`config.mk`:
```
export PLATFORM = sky130hd
export DESIGN_NAME = stall_flush_ctrl
export DESIGN_NICKNAME = d
export VERILOG_FILES = /design/src/rtl/stall_flush_ctrl.sv
export SDC_FILE = /design/constraint.sdc
export NUM_CORES = 1
export LEC_CHECK = 0
export ABC_CLOCK_PERIOD_IN_PS = 1700
export CAP_MARGIN = 20
export CORE_ASPECT_RATIO = 1.5
export CORE_UTILIZATION = 40
export DETAILED_ROUTE_END_ITERATION = 16
export PLACE_DENSITY = 0.79
export SYNTH_ARGS = -nofsm -noshare
export SYNTH_HDL_FRONTEND = slang
export SYNTH_SLANG_ARGS = --single-unit
```
`constraint.sdc`:
```
create_clock -name clk -period 1.7 [get_ports clk]
set_input_delay 0.51 -clock clk [delete_from_list [all_inputs] [get_ports clk]]
set_output_delay 0.51 -clock clk [all_outputs]
set_load 0.02 [all_outputs]
```
`src/rtl/stall_flush_ctrl.sv`:
```
// Pipeline stall/flush controller: prioritised per-stage hold plus a one-cycle exception redirect.
// Optional stall watchdog is built only when STALL_WDOG_EN is defined.
module stall_flush_ctrl #(
    parameter logic [31:0] EXC_VECTOR = 32'h00000020,
    parameter logic [7:0]  WDOG_LIMIT = 8'd255
) (
    input  logic        clk,
    input  logic        rst,
    input  logic        stallreq_id,
    input  logic        stallreq_ex,
    input  logic        stallreq_mem,
    input  logic [31:0] excepttype_i,
    input  logic [31:0] cp0_epc_i,
    output logic [5:0]  stall,
    output logic        flush,
    output logic [31:0] new_pc,
    output logic        wdog_timeout
);

    localparam logic [1:0] ST_IDLE   = 2'd0;
    localparam logic [1:0] ST_FLUSH  = 2'd1;
    localparam logic [1:0] ST_SETTLE = 2'd2;

    localparam logic [31:0] EXC_ERET = 32'h0000000e;

    logic [1:0]  r_state;
    logic [1:0]  w_state_nxt;
    logic [31:0] r_target;
    logic [31:0] w_target_nxt;
    logic [5:0]  w_stall;
    logic        w_accept;

    // Per-stage hold; SETTLE only honours a bus wait while the redirected fetch lands.
    always_comb begin
        w_stall = 6'b000000;
        if (!rst) begin
            w_stall = 6'b000000;
        end else begin
            case (r_state)
                ST_IDLE: begin
                    if (stallreq_mem) begin
                        w_stall = 6'b011111;
                    end else if (stallreq_ex) begin
                        w_stall = 6'b001111;
                    end else if (stallreq_id) begin
                        w_stall = 6'b000111;
                    end else begin
                        w_stall = 6'b000000;
                    end
                end
                ST_SETTLE: begin
                    if (stallreq_mem) begin
                        w_stall = 6'b011111;
                    end else begin
                        w_stall = 6'b000000;
                    end
                end
                default: w_stall = 6'b000000;
            endcase
        end
    end

    // An exception waits until the memory stage is no longer holding the bus.
    assign w_accept = (r_state == ST_IDLE) && (excepttype_i != 32'h00000000) && !stallreq_mem;

    // Next-state and redirect target selection.
    always_comb begin
        w_state_nxt  = r_state;
        w_target_nxt = r_target;
        case (r_state)
            ST_IDLE: begin
                if (w_accept) begin
                    w_state_nxt = ST_FLUSH;
                    if (excepttype_i == EXC_ERET) begin
                        w_target_nxt = cp0_epc_i;
                    end else begin
                        w_target_nxt = EXC_VECTOR;
                    end
                end else begin
                    w_state_nxt = ST_IDLE;
                end
            end
            ST_FLUSH:  w_state_nxt = ST_SETTLE;
            ST_SETTLE: w_state_nxt = ST_IDLE;
            default:   w_state_nxt = ST_IDLE;
        endcase
    end

    // State and target registers.
    always_ff @(posedge clk or negedge rst) begin
        if (!rst) begin
            r_state  <= ST_IDLE;
            r_target <= 32'h00000000;
        end else begin
            r_state  <= w_state_nxt;
            r_target <= w_target_nxt;
        end
    end

    assign stall  = w_stall;
    assign flush  = (r_state == ST_FLUSH);
    assign new_pc = (r_state == ST_FLUSH) ? r_target : 32'h00000000;

`ifdef STALL_WDOG_EN
    logic [7:0] r_wdog_cnt;
    logic       w_wdog_hit;

    // The pulse lands on the stalled cycle that completes WDOG_LIMIT in a row.
    assign w_wdog_hit = (w_stall != 6'b000000) && (r_wdog_cnt == (WDOG_LIMIT - 8'd1));

    // Consecutive-stall counter, restarting after each timeout.
    always_ff @(posedge clk or negedge rst) begin
        if (!rst) begin
            r_wdog_cnt <= 8'd0;
        end else if ((w_stall == 6'b000000) || w_wdog_hit) begin
            r_wdog_cnt <= 8'd0;
        end else begin
            r_wdog_cnt <= r_wdog_cnt + 8'd1;
        end
    end

    assign wdog_timeout = w_wdog_hit;
`else
    assign wdog_timeout = 1'b0;
`endif

endmodule
```
# Word-level counts from Yosys, hierarchy flattened

Cells that the tools add are included.

Logic and storage cells: 21
Output and inout port bits: 40
Bits of input ports: 69
Bits in registers: 34

Reductions and logical operators: 6
Equality and inequality tests: 3
Muxes and demuxes: 10

Operators with widths:

| operator                                       | count |
|---|---|
| 2-to-1 mux 32 bit                              | 2 |
| == test 32 x 4 -> 1 bit, second input constant | 1 |
| nonzero test 32 bit                            | 1 |
| one-hot mux 6 bit (2 select lines)             | 1 |
| 2-to-1 mux 5 bit                               | 2 |
| 2-to-1 mux 6 bit                               | 1 |
| 2-to-1 mux 4 bit                               | 1 |
| one-hot mux 2 bit (2 select lines)             | 1 |
| 2-to-1 mux 3 bit                               | 1 |
| == test 2 x 1 -> 1 bit, second input constant  | 1 |
| == test 2 bit, second input constant           | 1 |
| logical AND 1 bit                              | 2 |
| zero test 2 bit                                | 1 |
| AND reduction 2 bit                            | 1 |
| zero test 1 bit                                | 1 |
| 2-to-1 mux 1 bit                               | 1 |

# Logic depth before layout (Yosys ltp)

Depth after elaboration: 5
Gate-level depth with buffers: 6
Gate-level depth less buffers: 4

# Worst setup path after synthesis

OpenSTA, ideal clock, no wires.

Kind: register to output
Start point: register r_state[1]
End point: output new_pc[15]
Arrival: 1.271 ns
Required time: 1.190 ns
Buffers on the path: 1
Slack: -0.081 ns
Stages on the path, launching flop included: 4
Path through: dfrtp_1 nor2b_1 clkbuf_1 and2_1

Longest elaborated chain between the ends: 2

Ends and longest elaborated chain:

| what                   | RTL line | text |
|---|---|---|
| from (decl)            | 26       | `logic [1:0] r_state;` |
| from (signal assigned) | 95       | `r_state <= w_state_nxt;` |
| == test 2 x 1 -> 1 bit | --       |  |
| named net flush        | 15       | `output logic flush,` |
| 2-to-1 mux 32 bit      | 102      | `assign new_pc = (r_state == ST_FLUSH) ? r_target : 32'h00000000;` |
| to (decl)              | 16       | `output logic [31:0] new_pc,` |

The timed path passes the listed nets, and every way through them passes these cells.

# Worst setup path in the final report

Start point: register r_state[0]
End point: output new_pc[31]

Longest elaborated chain between the ends: 2

Ends and longest elaborated chain:

| what                   | RTL line |
|---|---|
| == test 2 x 1 -> 1 bit | 102 |
| 2-to-1 mux 32 bit      | 102 |

No other way between the ends.

==> summary.md <==
| Metric | Value |
|---|---|
| GR Util met1 | `around a third` |
| CP Buf/Inv Count | `3` |
| Placed Cells | `roughly 400` |
| Port-buffer cells | `106` |
| Die area | `about 0.0055 mm2` |
| Tcrit/Tclk final | `111%` |
| Met2 Usage GRT | `a little under half` |
| Skew-Pair Late Insertion Delay | `290 ps` |
| GR met3 Demand/Resource | `around 6.5%` |
| HP Class | `input pin to async pin` |
| Final hold violation count | `0` |
| Crit. End Element | `output port` |
| Clock-pin transition on the worst setup and hold timing paths | `roughly 80 ps` |
| Busiest grt layer | `met2` |
| WS Path Type | `register to output port` |
| Sequential area share after synthesis | `41.0%` |
| Core area | `0.00493 mm2` |
| Cell repeated most along the worst path | `buf_6` |
| Inserted Diodes | `0` |
| Starting DRT DRC Count | `about 190` |
| Primary FF master, synth | `dfrtp_1` |
| GRT Total Usage | `28.3%` |
| Failing checks | `negative setup slack` |
| Top Family by Delay on Critical Path | `flip-flops` |
| Worst Clk Skew | `around 15 ps` |
| Largest net degree at the start of global routing | `35` |
| Yosys warns | `0` |
| Worst vdd ir | `0.000478 V` |
| Clock Sinks | `34` |
| Number of synthesized flops with an enable pin | `0` |
| Final #Nets | `approximately 440` |
| Starting density of the core | `a little over two fifths` |
| H-tree depth | `2` |
| Via count | `approximately 2600` |
| Number of library cell types mapped by synthesis | `24` |
| FP Rows | `31` |
| Router iterations before antenna repair | `4` |
| Fin cells | `440` |
| Max cap viols | `0` |
| Number of buffers created by CTS | `5` |
| Hold_ws | `between 300 and 400 ps` |
| CP max stage cell | `dfrtp_1` |
| CTS Buffer Depth | `2` |
| HPWL Detailed | `between 4 and 5 mm` |
| Congestion Overflow GR | `0` |
| Fraction of registers with async set/reset | `100%` |
| Slew Limit Fails | `0` |
| Post-route ant nets | `0` |
| Status | `finished with violations` |
| Worst endpoint data arrival time | `between 1000 and 1500 ps` |
| CTS tree | `done` |
| DR WL/cell | `between 15 and 20 um` |
| Number of global-route vias before repair | `roughly 2500` |
| P_leak | `between 1.5 and 2 nW` |
| Most frequent cells in the layout | `62 x nand4_1, 44 x buf_6, 38 x clkdlybuf4s50_1` |
| Worst-path cell chain | `nor2b_4, buf_6, buf_12, and2_4, buf_6` |
| IO Pins | `~110` |
| Crit path time final | `around 1900 ps` |
| Setup ws final | `-190 ps` |
| Critical Path Fanout Max | `7` |
| Mean Syn Cell Area | `roughly 8.3 um2` |
| CTS Hold Buffers Added | `0` |
| Unrepaired setup endpoints after global routing | `yes` |
| Final Wtd Congestion | `0.735` |
| Die X | `~61 um` |
| PwrDens | `549 mW/mm2` |
| Commonest non-fill, non-tap cell in the layout | `nand4_1` |
| Critical Path RT | `approximately 1200 ps` |
| First-pass GRT wire length | `11.7 mm` |
| Seq cells post-synth | `34` |
| Critical path's largest stage delay | `between 300 and 400 ps` |
| DRC viols | `0` |
| Mapped Cells | `between 200 and 300` |
| Fmax | `529 MHz` |
| Final number of setup-violating endpoints | `between 40 and 50` |
| Area Overhead vs Synth | `97.8%` |
| CP startpoint kind | `register` |
| Share of layout cells above drive strength 1 | `between 30 and 40%` |
| Antenna violations before repair | `0` |
| Die Ht | `~90 um` |
| Via/cell ratio | `roughly 6.0` |
| Routed WL | `~8.5 mm` |
| Mapped Area | `a little over 0.002 mm2` |
| Root buffer cell | `clkbuf_8` |
| Final Power | `~2.3 mW` |
-- timing repair --
item	CTS	global route
cloned	6	8
resized for setup	275	60
pin swaps	28	15
setup buffers	9	1
setup endpoints to repair	71	70
-- cells by family (layout without fill, tap and decap cells) --
logic type	Yosys count	in the layout	share of synthesized area, %
AOI/OAI and AO/OA	3	3	1.03
DFF	34	34	41.0
buffers and inverters	33	154	8.99
and+or+nand+nor	180	181	48.8
other	1	2	0.181
-- sequential cells by signal, summed over array words and instances (netlist names) --
signal and flops:
r_target 32, r_state 2
-- per-stage QoR --
stage | instance area (um2) | TNS, ps | util (%) | setup slack, ps
after floorplan | 2080 | 0 | - | 63.2
after global placement | 3240 | -26510 | 65.7 | -657
after detailed placement | 3240 | -27630 | 65.7 | -708
after CTS | 3760 | -5460 | 76.4 | -182
after global routing | 4100 | -9200 | 83.3 | -245
final | 4100 | -5480 | 83.3 | -190
-- worst paths after layout --
check / end / cells after the start / slack [ps] / startpoint
worst min register to register: r_target[0] / 2 / 510 / r_target[0]
worst max-delay path: new_pc[31] / 5 / -190 / r_state[0]
worst max register to register: r_target[29] / 6 / 70 / r_state[1]
max in group asynchronous: r_target[5] / 2 / 1050 / rst
min in group clk: r_target[0] / 2 / 510 / r_target[0]
worst min-delay path: r_target[11] / 2 / 320 / rst
-- power breakdown --
part / internal, mW / switching [mW] / leakage [nW] / total [mW]
Combinational: 0.266 / 0.240 / 1.42 / 0.506
Sequential: 0.815 / 0.00620 / 0.468 / 0.821
Clock: 0.626 / 0.299 / 0.0714 / 0.925
-- synth_stat cells (3+ instances only) --
cell type	count	area, um2
and2_1	32	200
buf_2	11	55.1
buf_4	7	52.6
buf_6	3	33.8
clkbuf_1	8	30.0
dfrtp_1	34	851
nand2_1	32	120
nand3_1	33	165
nand4_1	62	388
nor2_1	4	15.0
nor3_1	3	15.0
nor4_1	6	37.5
-- layer usage --
metal  vias to the layer above  wire (um)
li1                       1166          -
met1                      1280       2910
met2                       168       4600
met3                        26        669
met4                         0        278
met5                         -          0
-- cell type report --
| cell class | instances | area (um2) |
|---|---|---|
| well taps | 66 | 82.6 |
| fillers | 297 | 823 |
| repair buffers | 144 | 1750 |
| inverters | 2 | 10.0 |
| flip-flops and latches | 34 | 851 |
| clock buffers | 6 | 82.6 |
| clock inverters | 2 | 60.1 |
| multi-input cells | 186 | 1260 |
No activity file was read; power rests on OpenSTA's default activity.
